[src/rtl/fb_write_arbiter.sv]
// Round-robin, burst-limited framebuffer write arbiter for camera (req0) and overlay (req1) producers.
// Optional statistics counters are built when FB_ARB_STATS_EN is defined.
module fb_write_arbiter #(
    parameter int H_RES     = 640,
    parameter int V_RES     = 480,
    parameter int ADDR_W    = 19,
    parameter int MAX_BURST = 16
) (
    input  logic              clk,
    input  logic              reset,
    input  logic              disp_active,
    input  logic              req0_valid,
    input  logic [9:0]        req0_x,
    input  logic [9:0]        req0_y,
    input  logic [23:0]       req0_rgb,
    output logic              req0_ready,
    input  logic              req1_valid,
    input  logic [9:0]        req1_x,
    input  logic [9:0]        req1_y,
    input  logic [23:0]       req1_rgb,
    output logic              req1_ready,
    output logic              fb_we,
    output logic [ADDR_W-1:0] fb_addr,
    output logic [23:0]       fb_data,
`ifdef FB_ARB_STATS_EN
    input  logic              stats_clr,
    output logic [15:0]       stats_beats0,
    output logic [15:0]       stats_beats1,
    output logic [15:0]       stats_drops,
`endif
    output logic              drop
);

    localparam logic [1:0] S_IDLE = 2'd0;
    localparam logic [1:0] S_GNT0 = 2'd1;
    localparam logic [1:0] S_GNT1 = 2'd2;

    localparam logic [31:0] H_LIM     = 32'(H_RES);
    localparam logic [31:0] V_LIM     = 32'(V_RES);
    localparam logic [7:0]  LAST_BEAT = 8'(MAX_BURST - 1);

    // Full-width y*H_RES + x; the default stride reduces to two shifts and an add.
    function automatic logic [ADDR_W-1:0] pix_addr(input logic [9:0] x, input logic [9:0] y);
        if (H_RES == 640)
            return (ADDR_W'(y) << 9) + (ADDR_W'(y) << 7) + ADDR_W'(x);
        else
            return ADDR_W'(y) * ADDR_W'(H_RES) + ADDR_W'(x);
    endfunction

    logic [1:0]        state_q, state_d;
    logic              rr_q, rr_d;
    logic [7:0]        burst_q, burst_d;
    logic              we_q, we_d;
    logic              drop_q, drop_d;
    logic [ADDR_W-1:0] addr_q, addr_d;
    logic [23:0]       data_q, data_d;

    logic              gnt0, gnt1;
    logic              beat0, beat1, beat;
    logic              last_beat;
    logic [9:0]        sel_x, sel_y;
    logic [23:0]       sel_rgb;
    logic              in_range;

    always_comb begin
        gnt0       = (state_q == S_GNT0);
        gnt1       = (state_q == S_GNT1);
        req0_ready = gnt0 & ~disp_active;
        req1_ready = gnt1 & ~disp_active;
        beat0      = req0_valid & req0_ready;
        beat1      = req1_valid & req1_ready;
        beat       = beat0 | beat1;
        last_beat  = beat && (burst_q == LAST_BEAT);
        sel_x      = gnt1 ? req1_x   : req0_x;
        sel_y      = gnt1 ? req1_y   : req0_y;
        sel_rgb    = gnt1 ? req1_rgb : req0_rgb;
        in_range   = (32'(sel_x) < H_LIM) && (32'(sel_y) < V_LIM);
    end

    always_comb begin
        state_d = state_q;
        rr_d    = rr_q;
        burst_d = burst_q;
        case (state_q)
            S_IDLE: begin
                // Counter is held at zero here so every grant starts a fresh burst.
                burst_d = 8'd0;
                if (!disp_active) begin
                    if (req0_valid && (!req1_valid || !rr_q))
                        state_d = S_GNT0;
                    else if (req1_valid)
                        state_d = S_GNT1;
                end
            end
            S_GNT0: begin
                if (beat0)
                    burst_d = burst_q + 8'd1;
                if (last_beat || !req0_valid || disp_active) begin
                    state_d = S_IDLE;
                    rr_d    = 1'b1;
                end
            end
            S_GNT1: begin
                if (beat1)
                    burst_d = burst_q + 8'd1;
                if (last_beat || !req1_valid || disp_active) begin
                    state_d = S_IDLE;
                    rr_d    = 1'b0;
                end
            end
            default: state_d = S_IDLE;
        endcase
    end

    // Out-of-range beats are still consumed but turn into a drop pulse instead of a write.
    always_comb begin
        we_d   = beat & in_range;
        drop_d = beat & ~in_range;
        addr_d = addr_q;
        data_d = data_q;
        if (beat && in_range) begin
            addr_d = pix_addr(sel_x, sel_y);
            data_d = sel_rgb;
        end
    end

    always_ff @(posedge clk or posedge reset) begin
        if (reset) begin
            state_q <= S_IDLE;
            rr_q    <= 1'b0;
            burst_q <= 8'd0;
            we_q    <= 1'b0;
            drop_q  <= 1'b0;
            addr_q  <= '0;
            data_q  <= 24'd0;
        end else begin
            state_q <= state_d;
            rr_q    <= rr_d;
            burst_q <= burst_d;
            we_q    <= we_d;
            drop_q  <= drop_d;
            addr_q  <= addr_d;
            data_q  <= data_d;
        end
    end

    assign fb_we   = we_q;
    assign fb_addr = addr_q;
    assign fb_data = data_q;
    assign drop    = drop_q;

`ifdef FB_ARB_STATS_EN
    function automatic logic [15:0] sat_inc(input logic [15:0] v, input logic inc);
        return (inc && (v != 16'hFFFF)) ? v + 16'd1 : v;
    endfunction

    logic [15:0] beats0_q, beats1_q, drops_q;

    // Clear has priority over a coincident increment.
    always_ff @(posedge clk or posedge reset) begin
        if (reset) begin
            beats0_q <= 16'd0;
            beats1_q <= 16'd0;
            drops_q  <= 16'd0;
        end else if (stats_clr) begin
            beats0_q <= 16'd0;
            beats1_q <= 16'd0;
            drops_q  <= 16'd0;
        end else begin
            beats0_q <= sat_inc(beats0_q, beat0 & in_range);
            beats1_q <= sat_inc(beats1_q, beat1 & in_range);
            drops_q  <= sat_inc(drops_q, drop_d);
        end
    end

    assign stats_beats0 = beats0_q;
    assign stats_beats1 = beats1_q;
    assign stats_drops  = drops_q;
`endif

endmodule

[config.mk]
export PLATFORM = sky130hd
export DESIGN_NAME = fb_write_arbiter
export DESIGN_NICKNAME = d
export VERILOG_FILES = /design/src/rtl/fb_write_arbiter.sv
export SDC_FILE = /design/constraint.sdc
export NUM_CORES = 1
export LEC_CHECK = 0
export BUFFER_PORTS_ARGS = -buffer_cell sky130_fd_sc_hd__buf_4
export CAP_MARGIN = 20
export CORE_MARGIN = 4
export CORE_UTILIZATION = 25
export CTS_BUF_LIST = sky130_fd_sc_hd__clkbuf_4 sky130_fd_sc_hd__clkbuf_8 sky130_fd_sc_hd__clkbuf_16
export CTS_CLUSTER_SIZE = 28
export DETAILED_ROUTE_END_ITERATION = 12
export PLACE_DENSITY = 0.56
export SLEW_MARGIN = 25
export SYNTH_ARGS = -nofsm -noshare
export SYNTH_HDL_FRONTEND = slang
export SYNTH_SLANG_ARGS = --single-unit
[constraint.sdc]
create_clock -name clk -period 9.7 [get_ports clk]
set_clock_uncertainty 0.05 [all_clocks]
set_input_delay 0 -clock clk [delete_from_list [all_inputs] [get_ports clk]]
set_output_delay 0 -clock clk [all_outputs]
set_load 0.05 [all_outputs]
==> impl_metrics.py, run 1 <==
metrics = {
    "routing": {
        "num_vias": 3148,
        "wirelength_um": 9910,
        "wl_per_cell_um": 14.1,
        "viasPerCell": 4.49,
        "drt-pass1-iter-count": 4,
        "drc_errors": 0,
        "first_iter_violations": 119,
        "drtAntennaViolNets": 0,
    },
    "cells_and_area": {
        "syn_to_final_growth_pct": 57.6,
        "diodes": 0,
        "layout-drive-gt1-share_pct": 32.2,
        "fillers": 1255,
        "final_util_pct": 40.0,
        "nets": 643,
        "final_common_cell": "buf_4",
        "final_cell_mix": "buf_4 (142), dfrtp_1 (56), dlygate4sd3_1 (55), nand2_1 (52), o21ai_0 (46)",
        "stdcell_count": 701,
    },
    "yosys": {
        "syn_area_um2": 3350,
        "synth_area_leaders": "dfrtp_1 (42%), mux2i_1 (11%), ha_1 (9.3%)",
        "ys_ff_latch": 56,
        "synthCells": 336,
        "syn_avg_cell_area_um2": 9.97,
        "synth-seq-area-share_pct": 41.8,
        "ys_types": 42,
        "yosys.area.top_type": "dfrtp_1",
        "postSynthNetCount": 455,
        "yosysWarningCount": 0,
        "synth_top_area_share_pct": 41.8,
    },
    "timing": {
        "setup_slack_ps": 6020,
        "setup-tns-final_ps": 0,
        "fin_crit_sh_pct": 38.0,
        "min_period_ps": 3680,
        "slew_violations": 0,
        "hold_viol_final": 3,
        "clock.fmax_mhz": 271,
        "holdWs_ps": -13.9,
        "rsz0062_at_grt": "false",
        "finalSetupViolations": 0,
        "worst_slew_pin_slew_ps": 730,
        "slew_headroom_pct": 51.4,
    },
    "placement": {
        "dp_slack_ps": 6010,
        "dp_cells": 638,
        "gp_congestion": 0.921,
        "dp_hpwl_um": 7270,
        "port_buffers": 139,
    },
    "die": {
        "die_area_um2": 15300,
        "fp.dieH_um": 124,
        "die_w_um": 124,
        "io_pins": 140,
        "start_util_pct": 25.4,
        "core_area_um2": 13200,
        "fp-row-count": 42,
    },
    "worst_setup_path": {
        "endpoint_kind": "flip-flop",
        "required_ps": 9840,
        "critPathArrivalTime_ps": 3820,
        "cp-start-kind": "flip-flop",
        "worstPathMaxFanout": 22,
        "worstSetupPathType": "flip-flop to flip-flop",
    },
    "grt": {
        "grtUsageTotal_pct": 12.4,
        "grt-ovfl-total": 0,
        "grt_max_degree": 57,
        "grt_pass1_wl_um": 15100,
        "grt_antenna_before_repair": 0,
        "grt_pass1_vias": 3213,
    },
    "cts": {
        "clkTransAtPathRegs_ps": 80,
        "cts-root-buf": "clkbuf_16",
        "cts-htree-levels": 2,
        "cts_resized": 0,
        "cts_tree": "done",
        "clock_sinks": 56,
        "clock_latency_ps": 290,
        "cts_buffer_depth": 2,
        "numCtsBuffers": 5,
    },
    "outcome": {
        "status": "finished with violations",
        "violations": "negative hold slack",
    },
    "power": {
        "ir_worst_vdd_mv": 0.113,
        "p_sw_uw": 766,
        "comb_power_share_pct": 63.6,
        "seqPwrFrac_pct": 23.2,
        "swShare_pct": 47.8,
        "p_leak_nw": 2.58,
        "p_int_uw": 835,
        "power_density_nw_per_um2": 303,
        "total_power_mw": 1.60,
        "clock_power_share_pct": 13.1,
    },
    "worst_hold_path": {
        "holdCritPathClass": "input port to flip-flop",
    },
    "run": {
        "maxCapViolCount": 0,
    },
}
## power by group through the flow
stage          combinational (mW)  sequential (mW)  clock, mW
6_report                     1.02            0.372      0.210
4_1_cts                      1.03            0.373      0.220
2_1_floorplan               0.418            0.650          0
3_5_place_dp                0.973            0.377          0
3_3_place_gp                0.959            0.375          0
5_1_grt                      1.11            0.383      0.228
## Yosys cell counts, drive strengths merged
cell     instances
a2111o           2
a2111oi          1
a211o            1
a211oi           3
a21o             6
a21oi            7
a221o            1
a22o             2
a22oi            1
a32oi            1
and3             2
buf              9
clkbuf           7
dfrtp           56
fa               1
ha              25
inv              7
mux2            15
mux2i           36
nand2           52
nand2b           5
nand3            6
nor2            11
nor2b            4
nor3             5
nor3b            1
o21a             2
o21ai           46
o21bai           3
o221ai           1
o22a             1
o311a            1
o31ai            1
o41ai            1
or2              1
or3              2
or4              1
xnor2            4
xor2             5
## critical path, cell delays in order, from the launching register on
cell and delay [ps]:
dfrtp_1 410, inv_1 110, ha_2 510, mux2_2 410, ha_1 290, ha_1 240
fa_1 420, a21o_1 200, a21oi_1 220, a21oi_1 190, o311a_1 330, o22a_1 180
## metal layers
metal	routed length [um]	vias up	share of wire, %	track usage, %
met2	4980	98	50	22.3
li1	-	1578	-	-
met1	4010	1457	40	14.5
met4	244	0	2.5	4.78
met5	0	-	0	0
met3	681	15	6.9	2.32
## logic make-up (layout without fill, tap and decap cells)
logic type / Yosys count / count (layout) / share of synthesized area, %
xor+xnor: 9 / 9 / 2.35
buf+inv: 23 / 212 / 3.21
fa+ha+maj: 26 / 26 / 9.94
simple gates: 90 / 90 / 11.8
compound gates: 81 / 81 / 15.1
flops: 56 / 56 / 41.8
mux: 51 / 51 / 15.8
## sequential cells by signal, summed over array words and instances (netlist names)
register,count
state_q,2
fb_addr,19
fb_we,1
fb_data,24
drop,1
rr_q,1
burst_q,8
## path summary, 6_finish.rpt
path	slack, ps	cells past startpoint	start	to
setup / recovery	6020	11	state_q[0]$_DFFE_PP0P_	fb_addr[18]$_DFFE_PP0P_
hold / removal	-10	3	req0_x[6]	fb_addr[6]$_DFFE_PP0P_
setup reg to reg	6020	11	state_q[0]$_DFFE_PP0P_	fb_addr[18]$_DFFE_PP0P_
hold reg to reg	430	2	fb_data[8]$_DFFE_PP0P_	fb_data[8]$_DFFE_PP0P_
max in group asynchronous	8680	4	reset	burst_q[6]$_DFFE_PP0P_
min in group asynchronous	440	4	reset	fb_data[18]$_DFFE_PP0P_
## metrics by stage
step / area, um2 / hold WS (ps)
6_report: 5280 / -13.9
3_5_place_dp: 4560 / 219
3_3_place_gp: 4560 / 214
4_1_cts: 5280 / 0.591
5_1_grt: 5280 / 4.08
2_1_floorplan: 3350 / 95.4
## area by class of cell
class | instances | area (um2) | area share [%]
tap | 176 | 220 | 4.17
inverter | 7 | 26.3 | 0.498
sequential | 56 | 1400 | 26.5
clock buffer | 5 | 125 | 2.37
clock inverter | 3 | 46.3 | 0.877
timing repair buffer | 197 | 1620 | 30.6
multi-input combinational | 257 | 1840 | 34.9
## repair_timing
item,CTS,global route
hold endpoints to repair,85,0
hold buffers,55,0
setup buffers,0,0
No activity file was read; power rests on OpenSTA's default activity.
==> run 2: changes to the inputs <==
- clock period: 9.7 -> 3.7 ns (I/O delays scaled with it)
==> impl_metrics.py, run 2 (synthesized netlist as in run 1, its figures left out) <==
metrics = {
    "timing": {
        "setup-tns-final_ps": 0,
        "rsz0062_at_grt": "false",
        "setup_slack_ps": 214,
        "hold_viol_final": 0,
        "slew_violations": 0,
        "finalSetupViolations": 0,
        "min_period_ps": 3490,
        "slew_headroom_pct": 51.3,
        "worst_slew_pin_slew_ps": 730,
        "clock.fmax_mhz": 287,
        "fin_crit_sh_pct": 94.2,
        "holdWs_ps": 5.02,
    },
    "routing": {
        "num_vias": 3173,
        "drc_errors": 0,
        "first_iter_violations": 78,
        "viasPerCell": 4.51,
        "drtAntennaViolNets": 0,
        "wl_met1_um": 4240,
        "wirelength_um": 10300,
        "drt-pass1-iter-count": 4,
        "wl_met3_um": 577,
        "topRoutingLayerUsed": "met4",
        "wl_met2_um": 5310,
        "wl_per_cell_um": 14.6,
    },
    "die": {
        "fp-row-count": 42,
        "die_w_um": 124,
        "fp.dieH_um": 124,
        "start_util_pct": 25.4,
        "io_pins": 140,
        "core_area_um2": 13200,
        "die_area_um2": 15300,
    },
    "placement": {
        "port_buffers": 139,
        "placed_area_um2": 4570,
        "gp_congestion": 0.865,
        "dp_slack_ps": 237,
        "dp_hpwl_um": 7360,
    },
    "worst_setup_path": {
        "endpoint_kind": "flip-flop",
        "worstPathMaxFanout": 12,
        "worstSetupPathType": "flip-flop to flip-flop",
        "required_ps": 3800,
        "critPathArrivalTime_ps": 3580,
        "cp-start-kind": "flip-flop",
    },
    "run": {
        "maxCapViolCount": 0,
    },
    "cts": {
        "numCtsBuffers": 5,
        "cts_tree": "done",
        "cts_buffer_depth": 2,
        "clkTransAtPathRegs_ps": 70,
        "cts-htree-levels": 2,
        "clock_sinks": 56,
        "clock_latency_ps": 290,
        "cts-root-buf": "clkbuf_16",
        "cts_setup_buffers": 0,
        "cts_resized": 0,
    },
    "grt": {
        "grtUsageTotal_pct": 12.8,
        "grt_pass1_wl_um": 15700,
        "grt_max_degree": 57,
        "grt-ovfl-total": 0,
        "grt_pass1_vias": 3295,
        "grt_antenna_before_repair": 0,
    },
    "cells_and_area": {
        "final_common_cell": "buf_4",
        "syn_to_final_growth_pct": 58.1,
        "nets": 647,
        "final_cell_mix": "buf_4 (144), dlygate4sd3_1 (57), dfrtp_1 (56), nand2_1 (52), o21ai_0 (46)",
        "layout-drive-gt1-share_pct": 32.2,
        "diodes": 0,
        "final_cell_area_um2": 5300,
        "largest_reg_flops": 24,
    },
    "power": {
        "power_density_nw_per_um2": 785,
        "p_leak_nw": 2.59,
        "ir_worst_vdd_mv": 0.268,
    },
    "worst_hold_path": {
        "holdCritPathClass": "input port to flip-flop",
    },
    "outcome": {
        "status": "completed",
    },
}
==> run 2: where the power goes <==
part           internal [mW]  switching (mW)
Clock                  0.285           0.211
Combinational           1.04            1.65
Sequential             0.845           0.132
Total                   2.17            1.99
==> run 2: area by class of cell <==
type | count | area [um2]
clock buffers | 7 | 153
flip-flops and latches | 56 | 1400
repair buffers | 201 | 1650
fillers | 1288 | 7890
multi-input cells | 257 | 1840
well taps | 176 | 220
inverters | 7 | 26.3
==> run 2: per-layer routing <==
metal | vias up | track usage (%)
li1 | 1572 | -
met1 | 1500 | 15.0
met2 | 93 | 23.6
met3 | 8 | 2.18
met4 | 0 | 3.88
met5 | - | 0
==> run 2: path summary, 6_finish.rpt <==
path                                             start                 endpoint  slack, ps  cells past startpoint
worst max-delay path            state_q[0]$_DFFE_PP0P_  fb_addr[17]$_DFFE_PP0P_        210                     11
worst min-delay path                       req0_rgb[6]   fb_data[6]$_DFFE_PP0P_          5                      3
worst max register to register  state_q[0]$_DFFE_PP0P_  fb_addr[17]$_DFFE_PP0P_        210                     11
worst min register to register  fb_data[8]$_DFFE_PP0P_   fb_data[8]$_DFFE_PP0P_        440                      2
max in group asynchronous                        reset  fb_addr[15]$_DFFE_PP0P_       2660                      4
min in group asynchronous                        reset  fb_data[18]$_DFFE_PP0P_        460                      4
==> run 2: worst max-delay path: stages, from the launching register on <==
cell       delay (ps)
dfrtp_1           400
inv_1             110
ha_2              310
buf_4             230
mux2_2            370
ha_1              310
ha_1              380
a211oi_1          260
nor2_1            100
a2111oi_0         560
xor2_1            180
o21ai_0            80
==> run 2: metrics by stage <==
| step | util [%] | cells | power [mW] |
|---|---|---|---|
| after CTS | 40.1 | 703 | 4.19 |
| after global routing | 40.2 | 704 | 4.46 |
| final | 40.2 | 704 | 4.16 |
| after global placement | 34.7 | 640 | 3.51 |
| after floorplan | - | 336 | 2.80 |
| after detailed placement | 34.7 | 640 | 3.54 |
==> run 2: what timing repair did <==
action / in CTS / in global routing
endpoints found under the hold margin: 85 / 1
endpoints found under the setup margin: 0 / 0
hold buffers: 56 / 1
==> run 3: changes to the inputs <==
- CORE_UTILIZATION: 25 -> 44
- PLACE_DENSITY: 0.56 -> 0.79
- clock period: 3.7 -> 3.2 ns (I/O delays scaled with it)
==> impl_metrics.py, run 3 (synthesized netlist as in run 1, its figures left out) <==
metrics = {
    "power": {
        "ir_worst_vdd_mv": 0.641,
        "power_density_nw_per_um2": 906,
        "total_power_mw": 4.87,
        "p_leak_nw": 2.66,
    },
    "routing": {
        "wl_per_cell_um": 16.4,
        "drt-pass1-iter-count": 4,
        "wirelength_um": 10600,
        "first_iter_violations": 106,
        "viasPerCell": 5.17,
        "num_vias": 3332,
        "drtAntennaViolNets": 0,
        "drc_errors": 0,
    },
    "worst_setup_path": {
        "cp-start-kind": "flip-flop",
        "endpoint_kind": "flip-flop",
        "worstPathMaxFanout": 9,
        "path_cells": "inv_2 > ha_4 > buf_12 > mux2_2 > ha_1 > ha_2 > fa_2 > a21o_1 > a21oi_2 > a21oi_2 > o311a_1 > o22a_1",
        "cpMostUsedCell": "a21oi_2",
        "cp_top_family": "adder cells",
        "worstSetupPathType": "flip-flop to flip-flop",
        "critPathBufInv": 2,
        "max_stage_delay_ps": 420,
        "required_ps": 3350,
        "critPathArrivalTime_ps": 3250,
        "cp_slowest_cell": "dfrtp_1",
    },
    "cells_and_area": {
        "syn_to_final_growth_pct": 60.5,
        "stdcell_count": 645,
        "layout-drive-gt1-share_pct": 34.5,
        "fillers": 509,
        "largest_reg_flops": 24,
        "final_common_cell": "buf_4",
        "nets": 663,
        "final_cell_mix": "buf_4 (150), dlygate4sd3_1 (66), dfrtp_1 (56), nand2_1 (52), o21ai_0 (46)",
    },
    "timing": {
        "min_period_ps": 3100,
        "hold_viol_final": 0,
        "clock.fmax_mhz": 323,
        "finalSetupViolations": 0,
        "rsz0062_at_grt": "true",
        "slew_headroom_pct": 41.4,
        "fin_crit_sh_pct": 96.9,
        "slew_violations": 0,
        "worst_slew_pin_slew_ps": 878,
    },
    "cts": {
        "cts_tree": "done",
        "clock_sinks": 56,
        "clock_latency_ps": 310,
        "cts_buffer_depth": 2,
        "clkTransAtPathRegs_ps": 100,
        "cts-htree-levels": 2,
        "cts-root-buf": "clkbuf_8",
        "numCtsBuffers": 5,
    },
    "die": {
        "start_util_pct": 45.7,
        "io_pins": 140,
        "fp.dieH_um": 95.3,
        "die_area_um2": 9070,
        "fp-row-count": 31,
        "core_area_um2": 7330,
        "die_w_um": 95.3,
    },
    "placement": {
        "port_buffers": 139,
        "dp_cells": 567,
        "dp_hpwl_um": 6780,
        "gp_congestion": 0.912,
    },
    "outcome": {
        "status": "completed",
    },
    "grt": {
        "grtUsageTotal_pct": 23.3,
        "grt_pass1_wl_um": 16600,
        "grt_pass1_vias": 3485,
        "grt_max_degree": 56,
        "grt_antenna_before_repair": 1,
        "grt-ovfl-total": 0,
    },
    "worst_hold_path": {
        "holdCritPathClass": "input port to flip-flop",
    },
    "run": {
        "maxCapViolCount": 0,
    },
}
==> run 3: power by group <==
group / switching (mW) / internal [mW]
clock network: 0.240 / 0.158
logic: 2.00 / 1.35
registers: 0.156 / 0.975
total: 2.39 / 2.48
==> run 3: worst min-delay path, cell delays in order <==
cell	delay, ps
buf_4	130
nand2_1	80
nand2_1	60
nand2_1	60
mux2i_1	70
==> run 3: layout make-up <==
type                            count  area [um2]  share of cell area [%]
Sequential cell                    56        1400                    26.1
Clock inverter                      3        22.5                   0.419
Antenna cell                        1        2.50                  0.0466
Clock buffer                        5        68.8                    1.28
Tap cell                           99         124                    2.30
Inverter                            7        26.3                   0.489
Timing Repair Buffer              217        1810                    33.6
Multi-Input combinational cell    257        1920                    35.8
==> run 3: path summary, 6_finish.rpt <==
check,to,cells after the start,slack (ps),from
hold reg to reg,fb_data[2]$_DFFE_PP0P_,2,440,fb_data[2]$_DFFE_PP0P_
min in group asynchronous,fb_data[15]$_DFFE_PP0P_,3,390,reset
hold / removal,state_q[1]$_DFFE_PP0P_,5,70,req1_valid
setup reg to reg,fb_addr[18]$_DFFE_PP0P_,12,100,state_q[0]$_DFFE_PP0P_
setup / recovery,fb_addr[18]$_DFFE_PP0P_,12,100,state_q[0]$_DFFE_PP0P_
max in group asynchronous,state_q[0]$_DFFE_PP0P_,4,1950,reset
==> run 3: metal layers <==
layer	global-route usage [%]	share of wire, %	up-vias
met5	0	0	-
li1	-	-	1613
met1	26.6	38	1583
met2	44.1	52	116
met3	4.03	6.4	20
met4	6.25	2.7	0
==> run 3: timing repair <==
action	4_1_cts	5_1_grt
buffers inserted	0	3
pin swaps	0	4
setup endpoints to repair	3	10
hold buffers	66	0
gates resized for setup	3	7
hold endpoints to repair	75	0
==> run 3: per-stage QoR <==
step	worst slack [ps]	hold slack, ps	instance area (um2)	TNS, ps	util (%)
after floorplan	25.9	95.4	3390	0	-
after global placement	95.6	177	4540	0	61.9
after detailed placement	-168	193	4540	-168	61.9
after CTS	28.7	55.7	5300	0	72.3
after global routing	-27.2	93.8	5380	-45.5	73.3
final	101	74.4	5380	0	73.3
